===== src/rtl/load_store_controller_if.sv =====
// Request/acknowledge data-memory port between the load/store controller (master)
// and the data memory (slave).
interface load_store_controller_if #(
  parameter int ADDR_W = 32
);
  logic              mem_req;
  logic              mem_we;
  logic [ADDR_W-1:0] mem_addr;
  logic [31:0]       mem_wdata;
  logic [3:0]        mem_wstrb;
  logic              mem_ack;
  logic [31:0]       mem_rdata;

  modport master (
    output mem_req, mem_we, mem_addr, mem_wdata, mem_wstrb,
    input  mem_ack, mem_rdata
  );

  modport slave (
    input  mem_req, mem_we, mem_addr, mem_wdata, mem_wstrb,
    output mem_ack, mem_rdata
  );
endinterface


===== src/rtl/load_store_controller.sv =====
// MEM-stage load/store sequencer for the RV32I pipeline: latches one access, runs the
// req/ack memory handshake, stalls the pipeline and returns the extended load result.
module load_store_controller #(
  parameter int TIMEOUT = 16,
  parameter int ADDR_W  = 32
) (
  input  logic                           clk,
  input  logic                           reset,
  input  logic                           memRead,
  input  logic                           memWrite,
  input  logic [5:0]                     aluSelect,
  input  logic [ADDR_W-1:0]              address,
  input  logic [31:0]                    storeData,
  load_store_controller_if.master        memBus,
  output logic                           stall,
  output logic [31:0]                    loadData,
  output logic                           done,
  output logic                           misaligned,
  output logic                           bus_error
);

  localparam logic [5:0] SEL_LB  = 6'b001011;
  localparam logic [5:0] SEL_LH  = 6'b001100;
  localparam logic [5:0] SEL_LW  = 6'b001101;
  localparam logic [5:0] SEL_LBU = 6'b001110;
  localparam logic [5:0] SEL_LHU = 6'b001111;
  localparam logic [5:0] SEL_SB  = 6'b010000;
  localparam logic [5:0] SEL_SH  = 6'b010001;

  localparam logic [1:0] IDLE = 2'd0;
  localparam logic [1:0] REQ  = 2'd1;
  localparam logic [1:0] DONE = 2'd2;
  localparam logic [1:0] ERR  = 2'd3;

  localparam int CNT_W = (TIMEOUT > 2) ? $clog2(TIMEOUT) : 1;

  logic [1:0]       state;
  logic [CNT_W-1:0] cnt;
  logic [5:0]       selReg;
  logic [1:0]       offReg;

  logic       isByte;
  logic       isHalf;
  logic       isWrite;
  logic       addrMisaligned;
  logic       accept;
  logic [1:0] off;
  logic [3:0] wstrbNext;
  logic [31:0] wdataNext;

  function automatic logic [31:0] extractLoad(input logic [5:0]  sel,
                                              input logic [1:0]  byteOff,
                                              input logic [31:0] rdata);
    logic [31:0] shifted;
    logic [31:0] res;
    shifted = rdata >> {byteOff, 3'b000};
    case (sel)
      SEL_LB:  res = {{24{shifted[7]}}, shifted[7:0]};
      SEL_LBU: res = {24'd0, shifted[7:0]};
      SEL_LH:  res = {{16{shifted[15]}}, shifted[15:0]};
      SEL_LHU: res = {16'd0, shifted[15:0]};
      SEL_LW:  res = rdata;
      default: res = 32'd0;
    endcase
    return res;
  endfunction

  always_comb begin
    off            = address[1:0];
    isByte         = (aluSelect == SEL_LB) || (aluSelect == SEL_LBU) || (aluSelect == SEL_SB);
    isHalf         = (aluSelect == SEL_LH) || (aluSelect == SEL_LHU) || (aluSelect == SEL_SH);
    isWrite        = memWrite & ~memRead;
    addrMisaligned = isHalf ? address[0] : (!isByte && (off != 2'b00));
    accept         = (state == IDLE) && (memRead || memWrite) && !addrMisaligned;

    wstrbNext = 4'b0000;
    wdataNext = 32'd0;
    if (isWrite) begin
      if (isByte) begin
        wstrbNext = 4'b0001 << off;
        wdataNext = {4{storeData[7:0]}};
      end else if (isHalf) begin
        wstrbNext = 4'b0011 << off;
        wdataNext = {2{storeData[15:0]}};
      end else begin
        wstrbNext = 4'b1111;
        wdataNext = storeData;
      end
    end
  end

  // Handshake outputs decode straight from the state; stall covers the accept cycle too.
  assign misaligned     = (state == IDLE) && (memRead || memWrite) && addrMisaligned;
  assign stall          = accept || (state == REQ);
  assign memBus.mem_req = (state == REQ);
  assign done           = (state == DONE);
  assign bus_error      = (state == ERR);

  always_ff @(posedge clk) begin
    if (reset) begin
      state            <= IDLE;
      cnt              <= '0;
      selReg           <= '0;
      offReg           <= '0;
      loadData         <= '0;
      memBus.mem_we    <= 1'b0;
      memBus.mem_addr  <= '0;
      memBus.mem_wdata <= '0;
      memBus.mem_wstrb <= '0;
    end else begin
      case (state)
        IDLE: begin
          if (accept) begin
            selReg           <= aluSelect;
            offReg           <= off;
            cnt              <= '0;
            memBus.mem_we    <= isWrite;
            memBus.mem_addr  <= {address[ADDR_W-1:2], 2'b00};
            memBus.mem_wdata <= wdataNext;
            memBus.mem_wstrb <= wstrbNext;
            state            <= REQ;
          end
        end
        REQ: begin
          // An ack arriving on the final timeout cycle still completes the access.
          if (memBus.mem_ack) begin
            loadData <= memBus.mem_we ? 32'd0 : extractLoad(selReg, offReg, memBus.mem_rdata);
            state    <= DONE;
          end else if (cnt == CNT_W'(TIMEOUT - 1)) begin
            loadData <= 32'd0;
            state    <= ERR;
          end else begin
            cnt <= cnt + CNT_W'(1);
          end
        end
        DONE:    state <= IDLE;
        ERR:     state <= IDLE;
        default: state <= IDLE;
      endcase
    end
  end

endmodule


===== src/flat_wrapper.sv =====
// flat-port wrapper written by rule: the top's interface ports become plain ports
module load_store_controller_flat 
#(
  parameter int TIMEOUT = 16,
  parameter int ADDR_W  = 32
)
  (clk, reset, memRead, memWrite, aluSelect, address, storeData, stall, loadData, done, misaligned, bus_error, memBus_mem_req, memBus_mem_we, memBus_mem_addr, memBus_mem_wdata, memBus_mem_wstrb, memBus_mem_ack, memBus_mem_rdata);
  load_store_controller_if #(.ADDR_W(ADDR_W)) memBus_i ();
  input  logic clk;
  input  logic reset;
  input  logic memRead;
  input  logic memWrite;
  input  logic [5:0] aluSelect;
  input  logic [ADDR_W-1:0] address;
  input  logic [31:0] storeData;
  output logic stall;
  output logic [31:0] loadData;
  output logic done;
  output logic misaligned;
  output logic bus_error;
  output wire logic [$bits(memBus_i.mem_req)-1:0] memBus_mem_req;
  output wire logic [$bits(memBus_i.mem_we)-1:0] memBus_mem_we;
  output wire logic [$bits(memBus_i.mem_addr)-1:0] memBus_mem_addr;
  output wire logic [$bits(memBus_i.mem_wdata)-1:0] memBus_mem_wdata;
  output wire logic [$bits(memBus_i.mem_wstrb)-1:0] memBus_mem_wstrb;
  input wire logic [$bits(memBus_i.mem_ack)-1:0] memBus_mem_ack;
  input wire logic [$bits(memBus_i.mem_rdata)-1:0] memBus_mem_rdata;
  assign memBus_mem_req = memBus_i.mem_req;
  assign memBus_mem_we = memBus_i.mem_we;
  assign memBus_mem_addr = memBus_i.mem_addr;
  assign memBus_mem_wdata = memBus_i.mem_wdata;
  assign memBus_mem_wstrb = memBus_i.mem_wstrb;
  assign memBus_i.mem_ack = memBus_mem_ack;
  assign memBus_i.mem_rdata = memBus_mem_rdata;
  load_store_controller #(.TIMEOUT(TIMEOUT), .ADDR_W(ADDR_W)) u_core (.clk(clk), .reset(reset), .memRead(memRead), .memWrite(memWrite), .aluSelect(aluSelect), .address(address), .storeData(storeData), .memBus(memBus_i), .stall(stall), .loadData(loadData), .done(done), .misaligned(misaligned), .bus_error(bus_error));
endmodule

===== config.mk =====
export PLATFORM = sky130hd
export DESIGN_NAME = load_store_controller_flat
export DESIGN_NICKNAME = d
export VERILOG_FILES = /design/src/rtl/load_store_controller_if.sv /design/src/rtl/load_store_controller.sv /design/src/flat_wrapper.sv
export SDC_FILE = /design/constraint.sdc
export NUM_CORES = 1
export LEC_CHECK = 0
export CAP_MARGIN = 10
export CORE_MARGIN = 4
export CORE_UTILIZATION = 48
export CTS_CLUSTER_SIZE = 14
export DETAILED_ROUTE_END_ITERATION = 10
export PLACE_DENSITY_LB_ADDON = 0.1
export SYNTH_ARGS = -nofsm -noshare
export SYNTH_HDL_FRONTEND = slang
export SYNTH_SLANG_ARGS = --single-unit

===== constraint.sdc =====
create_clock -name clk -period 3.35 [get_ports clk]
set_clock_uncertainty 0.1 [all_clocks]
set_input_delay 0.5025 -clock clk [delete_from_list [all_inputs] [get_ports clk]]
set_output_delay 0.5025 -clock clk [all_outputs]
set_load 0.03 [all_outputs]

=== Word-level counts from Yosys, hierarchy flattened ===
Cells that the tools add are included.

* Flip-flop bits (word level): 113
* Input port bits: 107
* Output and inout port bits: 106

* $add $sub $neg: 1
* Equality and inequality tests: 19
* Shift-type cells: 3
* Muxes and demuxes: 19
* Bitwise gates (word level): 2
* Reductions and logical operators: 21

{| class="wikitable"
|+ Operator list
! kind !! count
|-
| 32-bit 2-to-1 mux || 6
|-
| 32-bit case mux with 5 select lines || 1
|-
| 6-bit by 4-bit equality test with 1-bit output (second input constant) || 9
|-
| 32-bit by 5-bit >> shifter with 16-bit output || 1
|-
| 4-bit 2-to-1 mux || 6
|-
| 6-bit by 5-bit equality test with 1-bit output (second input constant) || 2
|-
| 4-bit case mux with 2 select lines || 1
|-
| 1-bit logical OR || 6
|-
| 2-bit 2-to-1 mux || 3
|-
| 2-bit case mux with 3 select lines || 1
|-
| 2-bit AND reduction || 3
|-
| 2-bit nonzero test || 3
|-
| 4-bit by 1-bit adder with 4-bit output (second input constant) || 1
|-
| 2-bit equality test (second input constant) || 2
|-
| 4-bit equality test (second input constant) || 1
|-
| 1-bit logical AND || 4
|-
| 2-bit != test (second input constant) || 2
|-
| 4-bit AND reduction || 1
|-
| 1-bit by 2-bit left shift with 4-bit output (first input constant) || 1
|-
| 2-bit by 2-bit left shift with 4-bit output (first input constant) || 1
|-
| 3-bit by 1-bit != test with 1-bit output (second input constant) || 1
|-
| 2-bit by 1-bit equality test with 1-bit output (second input constant) || 1
|-
| 1-bit logical NOT || 2
|-
| 2-bit logical NOT || 1
|-
| other kinds (5) || 5
|}

=== Logic depth before layout (Yosys ltp) ===
Gate-level depths: netlist of run 1.

* Word-level depth: 10
* Gate-level depth with buffers: 8
* Gate-level depth less buffers: 6

=== Worst setup path before layout of run 1 ===
No wires, ideal clock.

* Path kind: input -> output
* Start point: in aluSelect[5]
* End point: out stall
* Data arrival time: 1.906 ns
* Required time: 2.747 ns
* Setup slack: 0.842 ns
* Cell stages on the path: 7
* Buffers on the path: 2
* Cell sequence: clkbuf_1 > nor2b_1 > a32oi_2 > and2b_2 > a21oi_1 > buf_2 > or2_1

* Cells in the longest elaborated chain, start to end: 9
* Elaborated cells on any way between the ends: 16

{| class="wikitable"
|+ Ends and longest elaborated chain
! element !! line !! RTL
|-
| start, declared || flat_wrapper.sv:13 || <nowiki>input logic [5:0] aluSelect;</nowiki>
|-
| 6-bit by 4-bit equality test with 1-bit output || load_store_controller.sv:70 || <nowiki>isByte = (aluSelect == SEL_LB) || (aluSelect == SEL_LBU) || (aluSelect == SEL_SB);</nowiki>
|-
| 1-bit logical OR (2 in series) || load_store_controller.sv:70 ||
|-
| 1-bit logical NOT || load_store_controller.sv:73 || <nowiki>addrMisaligned = isHalf ? address[0] : (!isByte && (off != 2'b00));</nowiki>
|-
| 1-bit logical AND || load_store_controller.sv:73 ||
|-
| 1-bit 2-to-1 mux * || load_store_controller.sv:73 ||
|-
| 1-bit logical NOT * || load_store_controller.sv:74 || <nowiki>accept = (state == IDLE) && (memRead || memWrite) && !addrMisaligned;</nowiki>
|-
| 1-bit logical AND * || load_store_controller.sv:74 ||
|-
| 1-bit logical OR * || load_store_controller.sv:94 || <nowiki>assign stall = accept || (state == REQ);</nowiki>
|-
| end, declared || flat_wrapper.sv:16 || <nowiki>output logic stall;</nowiki>
|}

Every way passes the cells marked *; elsewhere a longest branch is shown, timed or not.

=== Worst setup path in the final report of run 1 ===
* Start point: in aluSelect[1]
* End point: out misaligned

* Cells in the longest elaborated chain, start to end: 7
* Elaborated cells on any way between the ends: 14

{| class="wikitable"
|+ Ends and longest elaborated chain
! element !! line !! RTL
|-
| 6-bit by 4-bit equality test with 1-bit output || load_store_controller.sv:70 ||
|-
| 1-bit logical OR (2 in series) || load_store_controller.sv:70 ||
|-
| 1-bit logical NOT || load_store_controller.sv:73 ||
|-
| 1-bit logical AND || load_store_controller.sv:73 ||
|-
| 1-bit 2-to-1 mux * || load_store_controller.sv:73 ||
|-
| 1-bit logical AND * || load_store_controller.sv:93 || <nowiki>assign misaligned = (state == IDLE) && (memRead || memWrite) && addrMisaligned;</nowiki>
|-
| end, declared || flat_wrapper.sv:19 || <nowiki>output logic misaligned;</nowiki>
|}

Marks and branches as above.

==> results of run 1 <==
-- registers in the layout, summed over array words and instances (netlist names) --
| signal | flops |
|---|---|
| u_core.cnt | 4 |
| u_core.offReg | 2 |
| u_core.state | 2 |
| u_core.selReg | 6 |
| u_core.loadData | 32 |
| u_core.memBus.mem_wdata | 32 |
| u_core.memBus.mem_wstrb | 4 |
| u_core.memBus.mem_we | 1 |
| u_core.memBus.mem_addr | 30 |
-- worst reg2reg max path: stages (launching register included) --
cell	delay [ps]
dfxtp_1	300
buf_4	230
mux4_2	550
nand4b_1	140
a21boi_2	500
o21ai_0	200
a22o_1	250
-- cell families after synthesis --
| group | Yosys count |
|---|---|
| compound gates | 148 |
| simple gates | 160 |
| other cells | 1 |
| fa+ha+maj | 5 |
| buf+inv | 51 |
| mux | 88 |
| xor+xnor | 2 |
| flops | 113 |
-- layout make-up --
cell class	count	area, um2
Timing Repair Buffer	224	2210
Sequential cell	113	2260
Clock buffer	24	482
Inverter	4	15.0
Fill cell	838	3080
Clock inverter	6	105
Multi-Input combinational cell	405	3180
Tap cell	143	179
-- worst max path at each step --
stage,end,startpoint,slack [ps]
floorplan,stall,aluSelect[5],840
global placement,stall,aluSelect[1],440
detailed placement,misaligned,aluSelect[1],390
CTS,misaligned,aluSelect[1],360
global route,misaligned,aluSelect[1],200
finish,misaligned,aluSelect[1],360
-- power groups by stage --
stage               sequential (uW)  clock [uW]  combinational, uW
floorplan                      1520           0                278
global placement               1450           0                615
detailed placement             1460           0                624
CTS                            1430        1830                629
global route                   1440        1890                668
finish                         1430        1800                628
-- cell usage after synthesis (all sizes together) (4+ instances only) --
master     n  area [um2]
ha         5        62.6
nand2     30         113
o21ai     27         135
mux2i     71         711
a22oi      9        67.6
dfxtp    113        2260
nor3       5        30.0
a22o      40         350
nor2b     11        68.8
nor2      20        77.6
inv        4        15.0
nand2b    78         488
buf       23         165
mux4       8         180
o2bb2ai   36         378
mux2       9         101
a21oi     16        80.1
clkbuf    24        90.1
o22ai      6        37.5
-- stage by stage --
stage | cell area, um2 | hold slack, ps | std cells | util [%] | power (uW)
CTS | 8440 | 358 | 919 | 73.3 | 3880
global route | 8440 | 371 | 919 | 73.3 | 3990
detailed placement | 7850 | 347 | 889 | 68.2 | 2080
floorplan | 5700 | 343 | 569 | - | 1800
global placement | 7850 | 344 | 889 | 68.2 | 2070
finish | 8440 | 355 | 919 | 73.3 | 3860
-- layer usage --
metal | wire, um | up-vias | track usage, % | part of all wire [%]
met5 | 0 | - | 0 | 0
met4 | 269 | 0 | 6.96 | 1.7
met3 | 1240 | 23 | 8.38 | 7.6
met2 | 7920 | 197 | 38.8 | 49
met1 | 6860 | 2380 | 28.7 | 42
li1 | - | 2454 | - | -
==> out/metrics.cfg, run 1 <==
[setup_path]
end_kind=output port
critical_path_arrival_ps=2390
cp_slowest_cell=clkdlybuf4s50_1
required_ps=2750
cp_top_family=buffers and inverters
timing_worst_setup_path_type=in -> out
reg2reg_slack_ps=970
cp_common_cell=buf_4
cp_max_fo=12
critPathBufInv=3
r2r_start=u_core.offReg[1]$_SDFFE_PP0P_
reg2regPathDepth=6
cp_cell_sequence=clkdlybuf4s50_1 -> nor4b_2 -> a32oi_2 -> buf_4 -> nor2_1 -> a21oi_1 -> nor2b_1 -> buf_4
r2r_end=u_core.loadData[24]$_SDFFE_PP0P_
start_kind=input port
cp.depth=8
max_stage_delay_ps=530

[global_route]
antenna_found_initial=0
grt_pass1_vias=5090
grt_max_degree=78
grt_pass1_wl_um=25200
grt-ovfl-total=0
track_usage_pct=23.4

[timing]
setup_viol=0
finalHoldViolations=0
tightest_slew_ps=782
min_period_ps=2990
fin_tns_setup_ps=0
rsz0062_at_grt=false
fin_crit_sh_pct=89.3
max_slew_margin_pct=47.6
fmax_mhz=334
slew_violations=0
fin_ws_ps=359

[route]
detail_route.wirelength_um=16300
drt_iter0_drc=346
via_per_inst=5.50
postRouteAntennaNets=0
drc_errors=0
vias=5054
first_pass_iters=5
post_drt_wl_per_cell_um=17.7

[clock_network]
cts-root-buf=clkbuf_16
clock-sinks=113
hold_buffers=0
clk_pin_slew_ps=50
cts_setup_buffers=0
insertion_delay_ps=400
cts.path.max_buffers=2
cts_tree=yes
numCtsBuffers=17
post_cts_resized=0
h-tree-depth=4

[placed_design]
hpwlAfterDp_um=11800
preCtsSetupSlack_ps=386
io_buffers=210
gp_congestion=0.896

[finish]
layout_commonest_cell=clkdlybuf4s50_1
layout.nets=877
area_growth_pct=48.1
drive_above_1_share_pct=10.7
final_cell_mix=clkdlybuf4s50_1, dfxtp_1, nand2b_1
n_antenna_cell=0

[die]
initial_core_util_pct=49.5
design.die.area_um2=13700
die_h_um=117
io_pins=213
die_width_um=117
std_cell_rows=39
core_region_area_um2=11500

[hold_path]
min_path_cells=2
min_to=u_core.loadData[10]$_SDFFE_PP0P_
min_from=u_core.loadData[10]$_SDFFE_PP0P_
hp-class=reg -> reg

[synthesis]
synth_ff_type=dfxtp_1
syn_avg_cell_area_um2=10.0
synth_cell_type_count=52
synth-edff-count=0
synth_fa_ha_area_share_pct=1.10
ys_seq_elements=113
synth-xor-area-share_pct=0.307
yosys_warnings=0
synthSimpleGateAreaFrac_pct=16.0
synth_compound_gate_area_share_pct=20.7
synth_top_family_by_area=compound AO/OA/AOI/OAI gates
synth_cells=568
yosysSeqAreaShare_pct=39.7
syn-cell-area_um2=5700
async_reset_ff_share_pct=0
synthMuxAreaShare_pct=17.4

[outcome]
outcome=finished clean

[power_and_ir_drop]
p_sw_share_pct=24.2
p_per_area_nw_per_um2=457
irDropWorstVdd_mv=0.340
power.static_leakage_uw=0.00306
switchingPower_uw=934
combPwrFrac_pct=16.3
power.internal_uw=2930
seq_power_share_pct=37.1
p_clk_share_pct=46.7

[flow_run]
cap_violations=0

Power figures use the tool's default switching activity.
==> run 2: changes to the inputs <==
==> constraint.sdc (replaced) <==
create_clock -name clk -period 3.35 [get_ports clk]
set_clock_uncertainty 0.1 [all_clocks]
set_input_delay 0.67 -clock clk [delete_from_list [all_inputs] [get_ports clk]]
set_output_delay 0.67 -clock clk [all_outputs]
set_load 0.03 [all_outputs]
==> run 2 against run 1 <==
Count of clock-buffer cells in the layout fell by 4. Worst setup slack got worse by 210 ps. Non-clock buffer count is 4 higher. First-iteration DRC count fell by 7.8%. Critical path depth fell by 1. Largest power group unchanged.
==> out/metrics.cfg, run 2 (synthesis gave the netlist of run 1 again) <==
[hold_path]
hp-class=reg -> reg
min_from=u_core.loadData[13]$_SDFFE_PP0P_

[outcome]
outcome=finished clean

[setup_path]
start_kind=input port
r2r_start=u_core.offReg[1]$_SDFFE_PP0P_
required_ps=2580
critical_path_arrival_ps=2440
cp_slowest_cell=clkdlybuf4s50_1
cp_max_fo=7
max_stage_delay_ps=540
worstSetupStartpoint=aluSelect[2]
cp_cell_sequence=clkdlybuf4s50_1 -> nor2b_1 -> a32oi_2 -> and2b_2 -> a21oi_4 -> or2_1 -> buf_4
end_kind=output port
timing_worst_setup_path_type=in -> out

[clock_network]
clock-sinks=113
clk_pin_slew_ps=50
hold_buffers=0
cts_tree=yes
numCtsBuffers=17
cts.path.max_buffers=2
h-tree-depth=4
cts_setup_buffers=0
insertion_delay_ps=410
post_cts_resized=0
cts-root-buf=clkbuf_16

[finish]
final_cell_mix=clkdlybuf4s50_1, dfxtp_1, nand2b_1
drive_above_1_share_pct=11.8
n_antenna_cell=0
layout_commonest_cell=clkdlybuf4s50_1
seq_area_um2=2260
area_growth_pct=48.4
instances_no_fill=925
multi_input_area_um2=3200
fillers=868
layout.nets=881
reg_top3=u_core.loadData: 32 flops, u_core.memBus.mem_wdata: 32 flops, u_core.memBus.mem_addr: 30 flops

[timing]
finalHoldViolations=0
setup_viol=0
rsz0062_at_grt=false
slew_violations=0
fin_crit_sh_pct=95.7
fin_tns_setup_ps=0
max_slew_margin_pct=43.6
fmax_mhz=312
min_period_ps=3210
tightest_slew_ps=841

[route]
postRouteAntennaNets=0
drc_errors=0
via_per_inst=5.46
detail_route.wirelength_um=16400
vias=5053
drt_iter0_drc=319
first_pass_iters=5
post_drt_wl_per_cell_um=17.8

[power_and_ir_drop]
p_per_area_nw_per_um2=444
irDropWorstVdd_mv=0.329
power.static_leakage_uw=0.00308

[placed_design]
gp_congestion=0.878
io_buffers=210
dp.cells=893
hpwlAfterDp_um=12200

[global_route]
grt_max_degree=78
track_usage_pct=24.2
grt_pass1_vias=5176
grt-ovfl-total=0
antenna_found_initial=0
grt_pass1_wl_um=26000

[die]
die_h_um=117
design.die.area_um2=13700
std_cell_rows=39
die_width_um=117
initial_core_util_pct=49.5
io_pins=213
core_region_area_um2=11500

[flow_run]
cap_violations=0

==> run 2: power by group <==
group          leakage, uW  total (uW)  internal, uW  switching [uW]
Sequential        0.000916        1430          1390            35.9
Clock             0.000269        1690          1080             610
Combinational      0.00190         634           319             315
==> run 2: area by class of cell <==
cell class / instances / area share, %
clock buffers: 20 / 5.17
clock inverters: 12 / 1.39
inverters: 4 / 0.178
multi-input cells: 405 / 37.8
flip-flops and latches: 113 / 26.8
well taps: 143 / 2.12
repair buffers: 228 / 26.6
==> run 2: path summary, 6_finish.rpt <==
path | to | slack (ps) | cells past startpoint
worst max-delay path | stall | 140 | 7
worst min-delay path | u_core.loadData[13]$_SDFFE_PP0P_ | 360 | 2
worst max register to register | u_core.loadData[29]$_SDFFE_PP0P_ | 910 | 6
worst min register to register | u_core.loadData[13]$_SDFFE_PP0P_ | 360 | 2
==> run 2: critical path: cells and delay by family <==
family                 cells  cell delay [ps]
AOI/OAI and AO/OA          2              370
and+or+nand+nor            3              680
buffers and inverters      2              710
==> run 2: stage by stage <==
step                hold slack [ps]  total power, uW  cell area (um2)  utilization, %  setup WS, ps
detailed placement              345             2090             7880            68.4          81.7
global route                    374             3900             8450            73.4          4.74
CTS                             364             3780             8430            73.2          64.5
finish                          360             3760             8450            73.4           144
floorplan                       343             1800             5700               -           507
global placement                344             2070             7880            68.4           138
==> run 2: per-layer routing <==
metal / track usage (%) / vias up / wire, um
met5: 0 / - / 0
met1: 28.5 / 2386 / 6510
met2: 41.1 / 177 / 8260
li1: - / 2469 / -
met4: 7.87 / 0 / 247
met3: 8.74 / 21 / 1410
==> run 3: changes to the inputs <==
--- a/config.mk
+++ b/config.mk
@@ -11,6 +11,7 @@
 export CTS_CLUSTER_SIZE = 14
 export DETAILED_ROUTE_END_ITERATION = 10
 export PLACE_DENSITY_LB_ADDON = 0.1
+export SETUP_SLACK_MARGIN = 0.3
 export SYNTH_ARGS = -nofsm -noshare
 export SYNTH_HDL_FRONTEND = slang
 export SYNTH_SLANG_ARGS = --single-unit
==> run 3 against run 2 <==
Power about the same. Final cell count up 0.65%. Global-route usage about the same. Cell area increased by 0.44%. Hold slack about the same. Largest cell class unchanged. Largest power group unchanged.
==> out/metrics.cfg, run 3 (synthesis gave the netlist of run 1 again) <==
[outcome]
outcome=finished clean

[finish]
fillers=870
instances_no_fill=931
area_growth_pct=49.0
reg_top3=u_core.loadData: 32 flops, u_core.memBus.mem_wdata: 32 flops, u_core.memBus.mem_addr: 30 flops
final_cell_mix=clkdlybuf4s50_1, dfxtp_1, nand2b_1
seq_area_um2=2260
layout_commonest_cell=clkdlybuf4s50_1
layout.nets=884
drive_above_1_share_pct=12.4
multi_input_area_um2=3220

[timing]
slew_violations=0
finalHoldViolations=0
tightest_slew_ps=814
setup_viol=0
fin_tns_setup_ps=0
fmax_mhz=334
fin_ws_ps=356
min_period_ps=2990
rsz0062_at_grt=false
fin_crit_sh_pct=89.4
max_slew_margin_pct=45.4

[hold_path]
min_to=u_core.loadData[13]$_SDFFE_PP0P_
hp-class=reg -> reg
min_path_cells=2
min_from=u_core.loadData[13]$_SDFFE_PP0P_

[die]
die_width_um=117
design.die.area_um2=13700
initial_core_util_pct=49.5
std_cell_rows=39
io_pins=213
die_h_um=117
core_region_area_um2=11500

[setup_path]
reg2regPathDepth=6
reg2reg_slack_ps=900
timing_worst_setup_path_type=in -> out
cp_max_fo=7
required_ps=2580
r2r_start=u_core.offReg[1]$_SDFFE_PP0P_
critical_path_arrival_ps=2220
r2r_end=u_core.loadData[29]$_SDFFE_PP0P_
end_kind=output port
start_kind=input port

[placed_design]
preCtsSetupSlack_ps=81.7
hpwlAfterDp_um=12200
dp.cells=893
io_buffers=210
gp_congestion=0.878

[clock_network]
hold_buffers=0
numCtsBuffers=17
cts_tree=yes
clk_pin_slew_ps=50
clock-sinks=113
cts.path.max_buffers=2
cts-root-buf=clkbuf_16
insertion_delay_ps=410
h-tree-depth=4

[global_route]
grt_pass1_wl_um=26000
antenna_found_initial=3
grt_pass1_vias=5174
grt-ovfl-total=0
grt_max_degree=78
track_usage_pct=24.2

[power_and_ir_drop]
power.static_leakage_uw=0.00310
irDropWorstVdd_mv=0.329
p_per_area_nw_per_um2=443

[route]
drt_iter0_drc=315
detail_route.wirelength_um=16600
via_per_inst=5.46
postRouteAntennaNets=0
drc_errors=0
vias=5083
post_drt_wl_per_cell_um=17.8
first_pass_iters=7

[flow_run]
cap_violations=0

## run 3: cell count changes in the layout (fill, tap and decap cells not counted), sizes merged
cell,change
dlygate4sd2,+7
buf,+3
dlymetal6s2s,-1
diode,+3
clkdlybuf4s50,-6
## run 3: worst max-delay path by stage
stage | start | to | slack, ps | depth (start not counted)
5_1_grt | aluSelect[1] | stall | 280 | 8
6_report | aluSelect[2] | stall | 360 | 8
2_1_floorplan | aluSelect[5] | stall | 510 | 7
4_1_cts | aluSelect[5] | stall | 330 | 7
3_5_place_dp | aluSelect[1] | misaligned | 80 | 8
3_3_place_gp | aluSelect[1] | misaligned | 140 | 8
## run 3: critical path, stage by stage
cell           delay (ps)
dlygate4sd2_1         320
nor4b_4               340
a32oi_2               120
buf_4                 170
o21ai_2               160
a21oi_4                60
or2_1                 220
buf_4                 170
## run 3: metal layers
metal | vias up | GRT usage (%) | routed length [um]
met1 | 2419 | 28.5 | 6700
met3 | 21 | 8.74 | 1340
met2 | 166 | 41.1 | 8290
met4 | 0 | 7.87 | 247
met5 | - | 0 | 0
li1 | 2477 | - | -
## run 3: power by group
group          switching (uW)  leakage, uW  internal, uW
sequential               36.3     0.000916          1390
combinational             318      0.00192           319
clock                     610     0.000269          1080
total                     964      0.00310          2790
## run 3: layout make-up
type	count	share of cell area [%]
diodes	3	0.0884
clock buffers	20	5.14
clock inverters	12	1.39
inverters	4	0.177
multi-input cells	405	37.9
flip-flops and latches	113	26.6
well taps	143	2.11
repair buffers	231	26.6
## run 3: per-stage QoR
stage | hold slack (ps) | instance area [um2] | util (%) | power, uW
after floorplan | 343 | 5700 | - | 1800
after global placement | 344 | 7880 | 68.4 | 2070
after detailed placement | 345 | 7880 | 68.4 | 2090
after CTS | 364 | 8450 | 73.4 | 3780
after global routing | 374 | 8490 | 73.7 | 3900
final | 360 | 8490 | 73.7 | 3760
## run 3: timing repair
action / in CTS / in global routing
pin swaps: 2 / 1
gates resized for setup: 11 / 4
buffers inserted: 1 / 2
setup endpoints to repair: 2 / 2
